`src/rtl/mem_arbiter.sv`:
```
// Two-master (instruction fetch / data) to one-slave memory arbiter.
// One transaction at a time, alternating under contention, with lock holding off fetches.
module mem_arbiter (
  input  logic        clk,
  input  logic        reset,
  input  logic [19:1] instr_m_addr,
  output logic [15:0] instr_m_data_in,
  input  logic        instr_m_access,
  output logic        instr_m_ack,
  input  logic [19:1] data_m_addr,
  output logic [15:0] data_m_data_in,
  input  logic [15:0] data_m_data_out,
  input  logic        data_m_access,
  output logic        data_m_ack,
  input  logic        data_m_wr_en,
  input  logic [1:0]  data_m_bytesel,
  input  logic        d_io,
  input  logic        lock,
  output logic [19:1] q_m_addr,
  input  logic [15:0] q_m_data_in,
  output logic [15:0] q_m_data_out,
  output logic        q_m_access,
  input  logic        q_m_ack,
  output logic        q_m_wr_en,
  output logic [1:0]  q_m_bytesel,
  output logic        q_io
);

  typedef enum logic [1:0] {
    IDLE        = 2'd0,
    GRANT_INSTR = 2'd1,
    GRANT_DATA  = 2'd2
  } state_t;

  state_t state;
  state_t next_state;
  logic   last_data;
  logic   next_last_data;

  always_ff @(posedge clk) begin
    if (reset) begin
      state     <= IDLE;
      last_data <= 1'b0;
    end else begin
      state     <= next_state;
      last_data <= next_last_data;
    end
  end

  // Data wins unless the instruction side is owed a turn and no lock is held.
  always_comb begin
    next_state     = state;
    next_last_data = last_data;
    case (state)
      IDLE: begin
        if (data_m_access && (!instr_m_access || lock || !last_data))
          next_state = GRANT_DATA;
        else if (instr_m_access && !lock)
          next_state = GRANT_INSTR;
      end
      GRANT_INSTR: begin
        if (q_m_ack) begin
          next_state     = IDLE;
          next_last_data = 1'b0;
        end
      end
      GRANT_DATA: begin
        if (q_m_ack) begin
          next_state     = IDLE;
          next_last_data = 1'b1;
        end
      end
      default: next_state = IDLE;
    endcase
  end

  // Slave-side mux is selected purely by the registered state.
  always_comb begin
    q_m_access   = 1'b0;
    q_m_addr     = '0;
    q_m_data_out = '0;
    q_m_wr_en    = 1'b0;
    q_m_bytesel  = 2'b00;
    q_io         = 1'b0;
    case (state)
      GRANT_INSTR: begin
        q_m_access  = 1'b1;
        q_m_addr    = instr_m_addr;
        q_m_bytesel = 2'b11;
      end
      GRANT_DATA: begin
        q_m_access   = 1'b1;
        q_m_addr     = data_m_addr;
        q_m_data_out = data_m_data_out;
        q_m_wr_en    = data_m_wr_en;
        q_m_bytesel  = data_m_bytesel;
        q_io         = d_io;
      end
      default: ;
    endcase
  end

  assign instr_m_ack     = q_m_ack && (state == GRANT_INSTR);
  assign data_m_ack      = q_m_ack && (state == GRANT_DATA);
  assign instr_m_data_in = q_m_data_in;
  assign data_m_data_in  = q_m_data_in;

endmodule

```
`config.mk`:
```
export PLATFORM = sky130hd
export DESIGN_NAME = mem_arbiter
export DESIGN_NICKNAME = d
export VERILOG_FILES = /design/src/rtl/mem_arbiter.sv
export SDC_FILE = /design/constraint.sdc
export NUM_CORES = 1
export LEC_CHECK = 0
export BUFFER_PORTS_ARGS = -buffer_cell sky130_fd_sc_hd__buf_2
export CAP_MARGIN = 10
export CORE_ASPECT_RATIO = 0.75
export CORE_MARGIN = 3
export CORE_UTILIZATION = 30
export DETAILED_ROUTE_END_ITERATION = 10
export PLACE_DENSITY = 0.87
export SYNTH_ARGS = -nofsm -noshare
export SYNTH_HDL_FRONTEND = slang
export SYNTH_SLANG_ARGS = --single-unit
```
`constraint.sdc`:
```
create_clock -name clk -period 2.9 [get_ports clk]
set_input_delay 0.145 -clock clk [delete_from_list [all_inputs] [get_ports clk]]
set_output_delay 0.145 -clock clk [all_outputs]
set_load 0.05 [all_outputs]
```
==> results.json, run 1 <==
{
  "viasPerCell": 4.597,
  "vdd_drop_max_mv": 0.2703,
  "hold_end": "last_data",
  "slew_violations": 0,
  "pre_cts_ws_ns": 1.086,
  "critPathSlowestCell": "ha_1",
  "drt-pass1-iter-count": 4,
  "startpoint_type": "register",
  "syn_inst": 125,
  "dp_hpwl_um": 2235,
  "critPathArrivalTime_ns": 1.89,
  "grt-ovfl-total": 0,
  "swShare_pct": 51.92,
  "m1WireLength_um": 968,
  "netlist_area_um2": 914.6,
  "syn_area_per_cell_um2": 7.317,
  "timing.fmax_ghz": 0.4912,
  "reg2reg_depth": 5,
  "rows": 16,
  "top_layer": "met4",
  "r2r_slack_ns": 1.27,
  "cts.clk_slew.worst_paths_ns": 0.03,
  "power_switching_mw": 0.2905,
  "reg2reg_from": "state[1]",
  "internal-power_mw": 0.2690,
  "fill_cells": 287,
  "cp_max_fo": 32,
  "grt_usage_pct": 13.29,
  "regArea_um2": 60.06,
  "numPortBuffers": 105,
  "p_leak_nw": 0.7116,
  "ios": 154,
  "crit_family": "buffers and inverters",
  "worstHoldPathCells": 2,
  "post_cts_buffers": 0,
  "vias": 1062,
  "nets": 279,
  "die_h_um": 53.82,
  "clk_latency_ns": 0.21,
  "worstHoldStart": "reset",
  "cts_resized": 0,
  "clockBufferDepth": 2,
  "globalplace.congestion": 0.7091,
  "cp-end-kind": "output pin",
  "fin_util_pct": 45.34,
  "drive_above_1_share_pct": 60.00,
  "instances_no_fill": 231,
  "timing.rr.end": "state[0]",
  "cts-root-buf": "clkbuf_8",
  "dp_cells": 227,
  "core_area_um2": 2763,
  "syn-num-nets": 208,
  "drc": 0,
  "initial_core_util_pct": 33.11,
  "finalCritPeriodShare_pct": 70.21,
  "fin_ws_ns": 0.8640,
  "seq_power_share_pct": 8.8,
  "p_comb_share_pct": 69.7,
  "grt_max_degree": 33,
  "yosysSeqAreaShare_pct": 6.566,
  "die_w_um": 69.76,
  "required_ns": 2.76,
  "skew_ns": 0.0001668,
  "ctsHoldBuffers": 0,
  "crit_buf_inv": 3,
  "grt_pass1_vias": 974,
  "die_area_um2": 3754,
  "grt_pass1_wl_um": 4050,
  "rsz0062_at_grt": "no",
  "totalWireLength_um": 2725,
  "wl_met3_um": 354,
  "cts_sinks": 3,
  "worst-setup-path-type": "reg -> out",
  "cts_tree": "done",
  "wl_met2_um": 1333,
  "slowest_delay_ns": 0.37,
  "cts.htree.levels": 1,
  "cap_violations": 0,
  "tightest_slew_ns": 0.7479,
  "multiInputGateArea_um2": 550.5,
  "wl_per_cell_um": 11.80,
  "crit_chain": "inv_1, ha_1, buf_4, a22oi_1, nor2b_1, buf_2",
  "final_hold_viol_count": 0,
  "period_minus_slack_ns": 2.036,
  "hold_class": "in -> reg",
  "synth_warnings": 0,
  "diodes": 0,
  "synth-seq-cells": 3,
  "status": "finished, final reports clean",
  "setup_viol": 0,
  "antenna_found_initial": 0,
  "cts_buffers": 3,
  "syn_to_final_growth_pct": 36.94,
  "drtAntennaViolNets": 0,
  "p_clk_share_pct": 21.4,
  "slew_headroom_pct": 50.14,
  "powerDensity_nw_per_um2": 446.8,
  "finalSetupTns_ns": 0,
  "yosysUniqueCellTypes": 23,
  "first_iter_violations": 17
}
## worst max-delay path by stage
stage                   from  slack, ns      endpoint  cells after the start
floorplan           state[1]       0.75  q_m_addr[10]                      4
global placement    state[0]       1.16  q_m_addr[13]                      6
detailed placement  state[0]       1.09  q_m_addr[13]                      6
CTS                 state[0]       0.84  q_m_addr[13]                      6
global route        state[0]       0.71  q_m_addr[19]                      6
finish              state[0]       0.86  q_m_addr[13]                      6
## synthesized netlist by cell type
library cell / n / area, µm²
o21ai_1: 1 / 5.000
a22oi_1: 19 / 142.6
and3_1: 1 / 6.260
o211ai_2: 1 / 12.51
nor2_2: 1 / 6.260
buf_4: 35 / 262.8
and2_1: 18 / 112.6
ha_1: 3 / 37.54
dfxtp_1: 3 / 60.06
nor2b_1: 21 / 131.4
inv_1: 5 / 18.77
nand2b_2: 1 / 8.760
nand2b_4: 1 / 13.76
a21oi_2: 1 / 8.760
buf_2: 2 / 10.01
and2b_4: 1 / 10.01
o32ai_2: 1 / 16.27
nand2b_1: 1 / 6.260
a21oi_1: 4 / 20.02
clkbuf_2: 1 / 5.000
and2_4: 1 / 8.760
clkbuf_1: 2 / 7.510
nand2_1: 1 / 3.750
## power by group through the flow
stage	Combinational [mW]	Sequential [mW]	Clock (mW)
finish	0.390	0.0494	0.120
global route	0.419	0.0497	0.128
CTS	0.394	0.0493	0.125
detailed placement	0.393	0.0499	0
global placement	0.387	0.0494	0
floorplan	0.416	0.0490	0
## cell usage in the layout (no fill, tap or decap), types with 3 or more instances in the layout
cell,synthesis,routed
clkbuf_8,0,3
buf_2,2,105
ha_1,3,3
a22oi_1,19,19
and2_1,18,18
a21oi_1,4,4
inv_1,5,5
dfxtp_1,3,3
nor2b_1,21,21
## layout make-up
cell class	instances	area share (%)
inverter	5	1.499
multi-input combinational	77	43.96
clock buffer	4	3.596
sequential	3	4.795
tap	36	3.596
timing repair buffer	106	42.56
## metal layers
| layer | track usage (%) | up-vias |
|---|---|---|
| li1 | - | 521 |
| met1 | 14.11 | 446 |
| met2 | 23.73 | 83 |
| met3 | 5.410 | 12 |
| met4 | 6.369 | 0 |
| met5 | 0 | - |
## cell families after synthesis
family,share of synthesized area (%)
AND/OR/NAND/NOR,33.65
buffers and inverters,33.24
AO/OA/AOI/OAI,22.44
adder cells (fa/ha/maj),4.104
flip-flops,6.567
## sequential cells by signal (all words and copies together) (netlist names)
name       cells
last_data      1
state          2
## through the flow
stage               hold WS (ns)  cell area [µm²]  power [mW]
floorplan                 0.2119            914.6      0.4655
global placement          0.2905             1207      0.4363
detailed placement        0.2905             1207      0.4426
CTS                       0.1456             1252      0.5688
global route              0.1584             1252      0.5970
finish                    0.1487             1252      0.5595
(Power assumes the default switching activity.)
==> run 2: changes to the inputs <==
--- a/config.mk
+++ b/config.mk
@@ -9,9 +9,9 @@
 export CAP_MARGIN = 10
 export CORE_ASPECT_RATIO = 0.75
 export CORE_MARGIN = 3
-export CORE_UTILIZATION = 30
+export CORE_UTILIZATION = 25
 export DETAILED_ROUTE_END_ITERATION = 10
-export PLACE_DENSITY = 0.87
+export PLACE_DENSITY = 0.77
 export SYNTH_ARGS = -nofsm -noshare
 export SYNTH_HDL_FRONTEND = slang
 export SYNTH_SLANG_ARGS = --single-unit
==> constraint.sdc (replaced) <==
create_clock -name clk -period 1.8 [get_ports clk]
set_input_delay 0.09 -clock clk [delete_from_list [all_inputs] [get_ports clk]]
set_output_delay 0.09 -clock clk [all_outputs]
set_load 0.05 [all_outputs]
==> run 2 against run 1 <==
  * First-iteration DRC count increased by 29%
  * Clock power is 63% higher
  * Non-clock buffer count grew 3
  * Design area rose by 7.4%
  * Critical path depth decreased by 1
  * Count of clock-buffer cells in the layout stayed put
  * Highest routed layer unchanged
==> results.json, run 2 (synthesized netlist as in run 1, its figures left out) <==
{
  "status": "finished, final reports clean",
  "syn_to_final_growth_pct": 47.06,
  "grt-ovfl-total": 0,
  "cts.htree.levels": 1,
  "rsz0062_at_grt": "no",
  "nets": 282,
  "ctsHoldBuffers": 0,
  "finalCritPeriodShare_pct": 92.42,
  "internal-power_mw": 0.4566,
  "grt_usage_pct": 11.49,
  "core_area_um2": 3401,
  "cp-end-kind": "output pin",
  "powerDensity_nw_per_um2": 697.0,
  "reg2reg_depth": 6,
  "initial_core_util_pct": 26.89,
  "cp_max_fo": 24,
  "r2r_slack_ns": 0.35,
  "die_area_um2": 4428,
  "hold_class": "in -> reg",
  "drt-pass1-iter-count": 4,
  "grt_max_degree": 25,
  "globalplace.congestion": 0.7426,
  "p_leak_nw": 0.7365,
  "drtAntennaViolNets": 0,
  "numPortBuffers": 105,
  "setup_viol": 0,
  "slew_violations": 0,
  "vdd_drop_max_mv": 0.2958,
  "vias": 1047,
  "period_minus_slack_ns": 1.664,
  "fill_cells": 356,
  "viasPerCell": 4.222,
  "dp_hpwl_um": 2247,
  "cts_sinks": 3,
  "required_ns": 1.71,
  "first_iter_violations": 22,
  "startpoint": "state[1]",
  "slew_headroom_pct": 83.08,
  "p_comb_share_pct": 70.7,
  "p_clk_share_pct": 20.9,
  "finalSetupTns_ns": 0,
  "clockBufferDepth": 2,
  "die_w_um": 75.84,
  "cts_tree": "done",
  "fin_util_pct": 39.55,
  "seq_power_share_pct": 8.5,
  "finalPower_mw": 0.9374,
  "critPathArrivalTime_ns": 1.57,
  "antenna_found_initial": 0,
  "worst-setup-path-type": "reg -> out",
  "cts.clk_slew.worst_paths_ns": 0.03,
  "layout_commonest_cell": "buf_2",
  "timing.fmax_ghz": 0.6011,
  "worstHoldPathCells": 2,
  "largest-register": "state",
  "die_h_um": 58.38,
  "cts_resized": 0,
  "cap_violations": 0,
  "swShare_pct": 51.30,
  "cts_buffers": 3,
  "ios": 154,
  "totalWireLength_um": 2701,
  "clk_latency_ns": 0.22,
  "rows": 18,
  "drc": 0,
  "drive_above_1_share_pct": 71.21,
  "timing.rr.end": "state[1]",
  "grt_pass1_vias": 942,
  "fin_ws_ns": 0.1365,
  "reg2reg_from": "state[0]",
  "cts-root-buf": "clkbuf_8",
  "wl_per_cell_um": 10.89,
  "diodes": 0,
  "grt_pass1_wl_um": 4077,
  "layout_common_cells": "buf_2, nor2b_2, a22oi_1",
  "startpoint_type": "register",
  "largest_reg_flops": 2,
  "reg_top3": "state x2, last_data x1",
  "tightest_slew_ns": 0.2555,
  "power_switching_mw": 0.4809,
  "post_cts_buffers": 0,
  "skew_ns": 0.002070,
  "hold_end": "last_data",
  "final_hold_viol_count": 0,
  "pre_cts_ws_ns": 0.3356,
  "worstHoldStart": "reset"
}
[run 2: cell count changes in the layout (fill, tap and decap cells not counted), sizes merged]
| cell | change |
|---|---|
| buf | +3 |
[run 2: worst max-delay path by stage]
stage               cells past startpoint              to  slack (ns)
floorplan                               4    q_m_addr[10]       -0.05
global placement                        6        state[1]        0.40
detailed placement                      6        state[1]        0.34
CTS                                     5  q_m_bytesel[0]        0.12
global route                            5  q_m_bytesel[0]        0.03
finish                                  5  q_m_bytesel[0]        0.14
[run 2: per-stage QoR]
stage | cells | area, µm² | hold WS (ns)
floorplan | 125 | 967.2 | 0.1569
global placement | 244 | 1300 | 0.1805
detailed placement | 244 | 1300 | 0.1805
CTS | 248 | 1345 | 0.08887
global route | 248 | 1345 | 0.09363
finish | 248 | 1345 | 0.09273
[run 2: area by class of cell]
| cell class | count | area [µm²] | area share [%] |
|---|---|---|---|
| multi-input combinational | 77 | 603.1 | 44.84 |
| timing repair buffer | 109 | 555.5 | 41.30 |
| tap | 50 | 62.56 | 4.651 |
| sequential | 3 | 60.06 | 4.465 |
| clock buffer | 4 | 45.04 | 3.349 |
| inverter | 5 | 18.77 | 1.395 |
[run 2: layer usage]
layer | vias up | part of all wire (%) | wire length (µm) | track usage, %
met5 | - | 0 | 0 | 0
met3 | 7 | 11 | 298 | 4.096
met1 | 450 | 38 | 1025 | 13.22
met4 | 0 | 0.96 | 26 | 2.494
li1 | 530 | - | - | -
met2 | 60 | 50 | 1351 | 20.24
[run 2: power by group through the flow]
stage          clock network [mW]  logic [mW]  registers, mW
2_1_floorplan                   0       0.696         0.0790
3_3_place_gp                    0       0.661         0.0796
3_5_place_dp                    0       0.670         0.0800
4_1_cts                     0.199       0.671         0.0791
5_1_grt                     0.210       0.718         0.0798
6_report                    0.196       0.662         0.0793
[run 2: critical path, cell delays in order, from the launching register on]
cell and delay (ns):
dfxtp_1 0.34, inv_1 0.07, ha_1 0.27, buf_4 0.22, nor2b_2 0.18, buf_2 0.26
==> run 3: changes to the inputs <==
==> config.mk (replaced) <==
export PLATFORM = sky130hd
export DESIGN_NAME = mem_arbiter
export DESIGN_NICKNAME = d
export VERILOG_FILES = /design/src/rtl/mem_arbiter.sv
export SDC_FILE = /design/constraint.sdc
export NUM_CORES = 1
export LEC_CHECK = 0
export CAP_MARGIN = 10
export CORE_AREA = 3 3 59 61
export DETAILED_ROUTE_END_ITERATION = 10
export DIE_AREA = 0 0 62 64
export DONT_BUFFER_PORTS = 1
export SLEW_MARGIN = 20
export SYNTH_ARGS = -nofsm -noshare
export SYNTH_HDL_FRONTEND = slang
export SYNTH_SLANG_ARGS = --single-unit
==> run 3 against run 2 <==
  * Clock skew rose by 0.0013 ns
  * Non-clock buffer count decreased by 62
  * Final cell count down 27%
  * Setup slack worse by 0.034 ns
  * Wire length rose by 25%
  * Largest cell class is now non-clock buffers
==> results.json, run 3 (synthesized netlist as in run 1, its figures left out) <==
{
  "cts_tree": "done",
  "placed_area_um2": 1595,
  "powerDensity_nw_per_um2": 649.1,
  "timing.fmax_ghz": 0.5892,
  "slew_headroom_pct": 81.39,
  "nets": 220,
  "layout_commonest_cell": "buf_12",
  "post_cts_buffers": 0,
  "setup_viol": 0,
  "r2r_slack_ns": 0.27,
  "cts_buffers": 3,
  "clk_latency_ns": 0.24,
  "grt_usage_pct": 16.08,
  "viasPerCell": 4.872,
  "core_area_um2": 3028,
  "reg2reg_from": "state[0]",
  "cts.htree.levels": 1,
  "worst-setup-path-type": "reg -> out",
  "dp_hpwl_um": 2815,
  "required_ns": 1.71,
  "totalWireLength_um": 3365,
  "vias": 877,
  "drtAntennaViolNets": 0,
  "largest_reg_flops": 2,
  "pre_cts_ws_ns": 0.05682,
  "syn_to_final_growth_pct": 81.94,
  "rows": 20,
  "tightest_slew_ns": 0.2791,
  "drc": 0,
  "reg2reg_depth": 6,
  "cts.clk_slew.worst_paths_ns": 0.04,
  "cp-endpoint": "q_m_addr[3]",
  "first_iter_violations": 33,
  "fin_area_um2": 1664,
  "startpoint_type": "register",
  "finalCritPeriodShare_pct": 94.29,
  "numPortBuffers": 0,
  "die_h_um": 64,
  "ios": 154,
  "initial_core_util_pct": 30.21,
  "reg_top3": "state x2, last_data x1",
  "final_hold_viol_count": 0,
  "period_minus_slack_ns": 1.697,
  "wl_per_cell_um": 18.69,
  "fin_util_pct": 54.96,
  "fin_ws_ns": 0.1027,
  "grt-ovfl-total": 0,
  "slew_violations": 0,
  "finalSetupTns_ns": 0,
  "largest-register": "state",
  "cp-end-kind": "output pin",
  "globalplace.congestion": 0.6854,
  "status": "finished, final reports clean",
  "hold_class": "in -> reg",
  "drt-pass1-iter-count": 4,
  "cts-root-buf": "clkbuf_4",
  "critPathArrivalTime_ns": 1.61,
  "skew_ns": 0.003410,
  "cts_sinks": 3,
  "cap_violations": 0,
  "antenna_found_initial": 0,
  "drive_above_1_share_pct": 61.03,
  "diodes": 0,
  "grt_max_degree": 24,
  "layout_common_cells": "buf_12, nor2b_2, and2_1",
  "die_area_um2": 3968,
  "p_leak_nw": 0.6056,
  "clockBufferDepth": 2,
  "holdWs_ns": 0.02940,
  "grt_pass1_vias": 922,
  "die_w_um": 62,
  "vdd_drop_max_mv": 0.3570,
  "timing.rr.end": "state[1]",
  "startpoint": "state[0]",
  "cp_max_fo": 23,
  "grt_pass1_wl_um": 4795
}
## run 3: changes by cell type in the layout (fill, tap and decap cells not counted), sizes merged
cell         before  now
dlygate4sd3       0    1
buf             109   46
## run 3: layout make-up
type / instances / area, µm²
Clock buffer: 4 / 26.28
Fill cell: 267 / 1364
Inverter: 5 / 18.77
Multi-Input combinational cell: 77 / 635.6
Sequential cell: 3 / 60.06
Tap cell: 44 / 55.05
Timing Repair Buffer: 47 / 868.3
## run 3: power breakdown
group,leakage (nW),total (mW),internal (mW),switching [mW]
logic,0.566,0.875,0.404,0.471
registers,0.0246,0.0809,0.0742,0.00665
clock network,0.0150,0.124,0.0834,0.0409
total,0.606,1.08,0.562,0.518
## run 3: layer usage
metal	track usage, %	routed length, µm	vias up
met3	4.444	300	16
met5	0	0	-
met1	15.88	1027	399
met4	5.570	69	0
li1	-	-	404
met2	30.18	1968	58
## run 3: how the worst min path moves through the flow
stage,slack [ns],start,to,cells past startpoint
after detailed placement,0.16,reset,last_data,1
after global placement,0.16,reset,last_data,1
after floorplan,0.16,reset,last_data,1
final,0.03,data_m_access,state[1],2
after global routing,0.04,data_m_access,state[1],2
after CTS,0.03,data_m_access,state[1],2
## run 3: through the flow
step	instances	power (mW)
floorplan	125	0.7755
global placement	175	0.9306
detailed placement	175	0.9496
CTS	180	1.081
global route	180	1.129
finish	180	1.080
## run 3: repair_timing
action,4_1_cts,5_1_grt
resized for setup,1,5
hold endpoints to repair,2,0
hold buffers,1,0
setup endpoints to repair,22,2
## run 3: worst max-delay path, cell delays in order (launching register included)
cell and delay, ns:
dfxtp_1 0.38, inv_1 0.10, ha_1 0.22, buf_4 0.21, a22oi_1 0.22, nor2b_2 0.08
buf_12 0.15
